$ cat src/rtl/gpio_event_reporter.sv
// Debounced rising-edge event flag for a QNX GPIO input pin, held until ack or hold timeout.
// Optional dropped-event counter enabled by defining GPIO_EVT_MISSCNT_EN.
module gpio_event_reporter #(
  parameter int DEBOUNCE_CYCLES = 250000,
  parameter int HOLD_MAX        = 25000000,
  parameter int CNT_W           = 32
) (
  input  logic       clock,
  input  logic       reset,
  input  logic       sense_in,
  input  logic       ack,
  output logic       event_out,
  output logic       busy
`ifdef GPIO_EVT_MISSCNT_EN
  ,
  output logic [7:0] missed_count
`endif
);

  localparam logic [CNT_W-1:0] DB_LAST   = CNT_W'(DEBOUNCE_CYCLES - 1);
  // With HOLD_MAX == 0 this wraps to all-ones, which doubles as the saturation point.
  localparam logic [CNT_W-1:0] HOLD_LAST = CNT_W'(HOLD_MAX - 1);
  localparam bit               HOLD_EN   = (HOLD_MAX != 0);

  typedef enum logic [1:0] {
    IDLE,
    REPORT,
    CLEAR
  } state_t;

  logic             sync_meta;
  logic             s_sync;
  logic             s_stable;
  logic             rise;
  logic [CNT_W-1:0] db_cnt;
  logic [CNT_W-1:0] hold_cnt;
  state_t           state;
  state_t           next_state;

  always_ff @(posedge clock) begin
    if (reset) begin
      sync_meta <= 1'b0;
      s_sync    <= 1'b0;
    end else begin
      sync_meta <= sense_in;
      s_sync    <= sync_meta;
    end
  end

  // rise is a one-cycle pulse registered alongside the accepted 0->1 level change.
  always_ff @(posedge clock) begin
    if (reset) begin
      s_stable <= 1'b0;
      db_cnt   <= '0;
      rise     <= 1'b0;
    end else begin
      rise <= 1'b0;
      if (s_sync == s_stable) begin
        db_cnt <= '0;
      end else if (db_cnt == DB_LAST) begin
        s_stable <= s_sync;
        db_cnt   <= '0;
        rise     <= s_sync;
      end else begin
        db_cnt <= db_cnt + CNT_W'(1);
      end
    end
  end

  always_comb begin
    next_state = state;
    unique case (state)
      IDLE: begin
        if (rise) next_state = REPORT;
      end
      REPORT: begin
        if (ack) begin
          next_state = CLEAR;
        end else if (HOLD_EN && (hold_cnt == HOLD_LAST)) begin
          next_state = CLEAR;
        end
      end
      CLEAR: begin
        next_state = IDLE;
      end
      default: begin
        next_state = IDLE;
      end
    endcase
  end

  // Outputs are registered from next_state so they change cleanly with the state.
  always_ff @(posedge clock) begin
    if (reset) begin
      state     <= IDLE;
      event_out <= 1'b0;
      busy      <= 1'b0;
      hold_cnt  <= '0;
    end else begin
      state     <= next_state;
      event_out <= (next_state == REPORT);
      busy      <= (next_state != IDLE);
      if (state != REPORT) begin
        hold_cnt <= '0;
      end else if (hold_cnt != HOLD_LAST) begin
        hold_cnt <= hold_cnt + CNT_W'(1);
      end
    end
  end

`ifdef GPIO_EVT_MISSCNT_EN
  logic dropped;

  assign dropped = rise && (state != IDLE);

  always_ff @(posedge clock) begin
    if (reset) begin
      missed_count <= 8'd0;
    end else if (dropped && (missed_count != 8'hFF)) begin
      missed_count <= missed_count + 8'd1;
    end
  end
`endif

endmodule

$ cat config.mk
export PLATFORM = sky130hd
export DESIGN_NAME = gpio_event_reporter
export DESIGN_NICKNAME = d
export VERILOG_FILES = /design/src/rtl/gpio_event_reporter.sv
export SDC_FILE = /design/constraint.sdc
export NUM_CORES = 1
export LEC_CHECK = 0
export CORE_MARGIN = 2
export CORE_UTILIZATION = 45
export CTS_BUF_LIST = sky130_fd_sc_hd__clkbuf_16
export DETAILED_ROUTE_END_ITERATION = 10
export PLACE_DENSITY = 0.72
export SLEW_MARGIN = 10
export SYNTH_ARGS = -nofsm -noshare
export SYNTH_HDL_FRONTEND = slang
export SYNTH_SLANG_ARGS = --single-unit
$ cat constraint.sdc
create_clock -name clock -period 4.65 [get_ports clock]
set_input_delay 0.93 -clock clock [delete_from_list [all_inputs] [get_ports clock]]
set_output_delay 0.93 -clock clock [all_outputs]
set_load 0.05 [all_outputs]
# Word level (Yosys, flattened, before mapping)

Index checks and enable logic that the tools add are counted.

Reduce and logical (&&, ||, !) cells: 6
Bitwise logic cells: 2
$add $sub $neg: 2
Muxes and demuxes: 4
Equality and inequality tests: 7

Operators by type and width:

| cell                    | count |
|---|---|
| $add A32 B1 Y32 const B | 2 |
| $eq A32 B18 Y1 const B  | 1 |
| $eq A32 B25 Y1 const B  | 1 |
| $ne A32 B25 Y1 const B  | 1 |
| $mux W2                 | 3 |
| $reduce_or A3 Y1        | 2 |
| $eq A2 B1 Y1 const B    | 2 |
| $pmux W2 S2             | 1 |
| $logic_not A2 Y1        | 1 |
| $ne A2 B1 Y1 const B    | 1 |
| $not A1 Y1              | 2 |
| $reduce_and A2 Y1       | 1 |
| $reduce_bool A2 Y1      | 1 |
| $reduce_or A2 Y1        | 1 |
| $eq A1 B1 Y1            | 1 |

Flip-flop bits (word level): 72

# Depth between registers and ports, before layout

Depth after elaboration: 5
Mapped depth: 8
Gate-level depth less buffers: 5

# Worst setup path after synthesis

No wires, ideal clock.

Path type: input-to-reg
Start: input port reset
End: register hold_cnt[28]
Data required time: 4.549 ns
Stages: 5
Library setup time: 0.101 ns
Path slack: 2.481 ns
Arrival: 2.068 ns
Cell sequence: nor3b_1 > buf_2 > buf_4 > o311ai_0 > o41ai_1

Word-level cells in the longest chain between the ends: 1

RTL lines:

| element                    | line | source |
|---|---|---|
| start, declared            | 9    | `input logic reset,` |
| $reduce_or A2 Y1 (no line) | n/a  |  |
| end signal, assigned       | 106  | `hold_cnt <= hold_cnt + CNT_W'(1);` |
| end, declared              | 36   | `logic [CNT_W-1:0] hold_cnt;` |

No other way between the ends.
A chain may end at the register's enable or synchronous reset.

# Final worst setup path

Start: input port reset
End: register hold_cnt[17]

The elaborated chain is that of the path after synthesis.

==> results_dict.tcl <==
set metrics [dict create \
    status "finished clean" \
    cts.htree.levels 3 \
    grt_remaining_overflow 0 \
    cts_buf_count 9 \
    synth_fp_nets 407 \
    clock_skews_ps 6.10 \
    register_to_register_path_depth 5 \
    path_max_fanout 22 \
    finalCriticalPeriod_ps 2630 \
    r2r-end "db_cnt[26]$_SDFF_PP0_" \
    setup_total_negative_slack_ps 0 \
    hold_crit_class "reg2reg" \
    critical_path_required_ps 4910 \
    place_inst 487 \
    ys_async_sr_fraction_pct 0 \
    largest_net_degree_at_the_start_of_global_routing 23 \
    cell_count_after_synthesis 401 \
    dieHeight_um 91.6 \
    yosysSeqAreaShare_pct 41.8 \
    total_leakage_power_nw 1.18 \
    final-instance-count-excl-fill 503 \
    slowest_delay_ps 660 \
    power.density_nw_per_um2 334 \
    timing.final.max_slew_violations 0 \
    synth.yosys.warnings 0 \
    core-area_um2 7330 \
    timing.final.crit_share_pct 56.5 \
    start_util_pct 47.1 \
    final_nets 405 \
    rr_startpoint "db_cnt[0]$_SDFF_PP0_" \
    end_kind "flip-flop" \
    timing.final.hold_violations 0 \
    grt_antenna_before_repair 0 \
    grt_util_all_layers_pct 18.7 \
    clkSinkCount 72 \
    wire_per_inst_um 14.4 \
    max_cap_viol_count 0 \
    drc_errors 0 \
    clk-insertion-delay-late_ps 320 \
    initial_drt_pass_iterations 5 \
    max-vdd-ir-drop_v 0.000269 \
    i_o_pin_count 6 \
    ys_dominant_reg_cell "sky130_fd_sc_hd__dfxtp_1" \
    worstSetupStartpointType "primary input" \
    flow.area_growth_from_synthesis_pct 11.6 \
    layout_common_cells "sky130_fd_sc_hd__dfxtp_1 (72), sky130_fd_sc_hd__nor2_1 (30), sky130_fd_sc_hd__nand3_1 (29)" \
    vias_in_the_first_global_route 2922 \
    die_width_um 91.6 \
    timing.fmax_ghz 0.380 \
    tightestPinTransition_ps 910 \
    synth_cell_types 46 \
    most_common_library_cell_in_the_layout_ignoring_fill_and_taps "sky130_fd_sc_hd__dfxtp_1" \
    critical_path.most_common_cell "sky130_fd_sc_hd__nand2_1" \
    io_buffers 5 \
    cts_hold_buffers 0 \
    synth_seq_cells 72 \
    post_cts_resize_count 0 \
    register_to_register_setup_slack_ps 2220 \
    unrepaired_setup_endpoints_after_global_routing "no" \
    ws_path_type "in2reg" \
    routabilityCongestion 0.825 \
    timing.critical_path.slowest_stage_cell "sky130_fd_sc_hd__or4_1" \
    drt-total-wl_um 7250 \
    timing.critical_path.to "hold_cnt[17]$_SDFFE_PP0N_" \
    clockBufferDepth 2 \
    dp_hpwl_um 4810 \
    worstPathArrival_ps 2890 \
    synth.avg_cell_area_um2 8.61 \
    cts-root-buf "sky130_fd_sc_hd__clkbuf_16" \
    grt_first_pass_wirelength_um 13100 \
    cts_tree "yes" \
    final_layout_size_suffix_gt1_share_pct 5.94 \
    ant_nets 0 \
    rows 31 \
    num_vias 3038 \
    antenna_cells 0 \
    clkTransAtPathRegs_ps 60 \
    initialDrtViolationCount 163 \
    postLayoutCoreUtil_pct 52.5 \
    worstPathCellList "clkdlybuf4s50_1 -> nor2_1 -> nand2_1 -> or4_1 -> nand2_1" \
    maxSlewHeadroom_pct 38.8 \
    synthesized_cell_area_um2 3450 \
    vias_per_cell 6.04 \
    crit_start "reset" \
    fp.dieArea_um2 8390 \
    postCtsSetupBuffers 0 \
    setup_viol_count_final 0 \
    number_of_enable_flip_flop_cells_after_synthesis 0 \
]
[report_power, final]
part | leakage, nW | internal, W | total [W] | switching, W
registers | 0.580 | 0.000618 | 0.000619 | 0.000000634
clock network | 0.144 | 0.000410 | 0.000658 | 0.000248
logic | 0.457 | 0.00000387 | 0.00000913 | 0.00000526
[worst max-delay path, delay by kind of cell]
kind | cells | cell delay (ps)
buffers and inverters | 1 | 610
AND/OR/NAND/NOR | 4 | 1340
[registers in the layout, indices dropped and copies added (netlist names)]
| register | count |
|---|---|
| busy | 1 |
| db_cnt | 32 |
| event_out | 1 |
| hold_cnt | 32 |
| rise | 1 |
| s_stable | 1 |
| s_sync | 1 |
| state | 2 |
| sync_meta | 1 |
[cell usage after synthesis (7+ instances only)]
cell type / n / area, um^2
sky130_fd_sc_hd__nand2_1: 27 / 101
sky130_fd_sc_hd__dfxtp_1: 72 / 1440
sky130_fd_sc_hd__and3_1: 8 / 50.1
sky130_fd_sc_hd__xor2_1: 10 / 87.6
sky130_fd_sc_hd__xnor2_1: 11 / 96.3
sky130_fd_sc_hd__a21oi_1: 24 / 120
sky130_fd_sc_hd__nor4_1: 14 / 87.6
sky130_fd_sc_hd__or3_1: 14 / 87.6
sky130_fd_sc_hd__nand2b_1: 8 / 50.1
sky130_fd_sc_hd__and4_1: 7 / 61.3
sky130_fd_sc_hd__or4_1: 11 / 82.6
sky130_fd_sc_hd__buf_2: 9 / 45.0
sky130_fd_sc_hd__o21ai_0: 16 / 80.1
sky130_fd_sc_hd__o31ai_1: 10 / 75.1
sky130_fd_sc_hd__nand4_1: 20 / 125
sky130_fd_sc_hd__nor3_1: 10 / 50.1
sky130_fd_sc_hd__clkbuf_1: 10 / 37.5
sky130_fd_sc_hd__nor2_1: 30 / 113
sky130_fd_sc_hd__nand3_1: 29 / 145
[layout make-up]
type                       count  area [um^2]
clock buffer                   9          225
multi-input combinational    302         1900
clock inverter                 7         63.8
tap                           99          124
sequential                    72         1440
timing repair buffer           8         72.6
fill                         664         3480
inverter                       6         22.5
[how the worst min path moves through the flow]
stage	slack, ps	cells past startpoint	from	endpoint
after floorplan	410	1	sync_meta$_SDFF_PP0_	s_sync$_SDFF_PP0_
after global placement	420	1	sync_meta$_SDFF_PP0_	s_sync$_SDFF_PP0_
after detailed placement	440	1	sync_meta$_SDFF_PP0_	s_sync$_SDFF_PP0_
after CTS	460	1	sync_meta$_SDFF_PP0_	s_sync$_SDFF_PP0_
after global routing	480	1	sync_meta$_SDFF_PP0_	s_sync$_SDFF_PP0_
final	450	1	sync_meta$_SDFF_PP0_	s_sync$_SDFF_PP0_
[cell families after synthesis]
group	count (synthesis)	synth area share, %
compound gates	80	15.2
xor+xnor	21	5.33
fa+ha+maj	2	0.725
buf+inv	27	3.41
flops	72	41.8
mux	6	1.74
simple gates	193	31.9
[through the flow]
stage	worst slack [ps]	hold WS, ps	total power, W	cell area, um^2
after floorplan	2480	414	0.000637	3450
after global placement	1760	420	0.000641	3560
after detailed placement	1710	437	0.000641	3560
after CTS	2020	456	0.00130	3850
after global routing	1800	479	0.00133	3850
final	2020	454	0.00129	3850
[layer usage]
| metal | vias up | global-route usage (%) | routed length (um) |
|---|---|---|---|
| li1 | 1526 | - | - |
| met1 | 1459 | 24.9 | 3560 |
| met2 | 51 | 30.4 | 3420 |
| met3 | 2 | 2.99 | 223 |
| met4 | 0 | 7.07 | 41 |
| met5 | - | 0 | 0 |
Note: power is estimated with default switching activity, not from simulation.
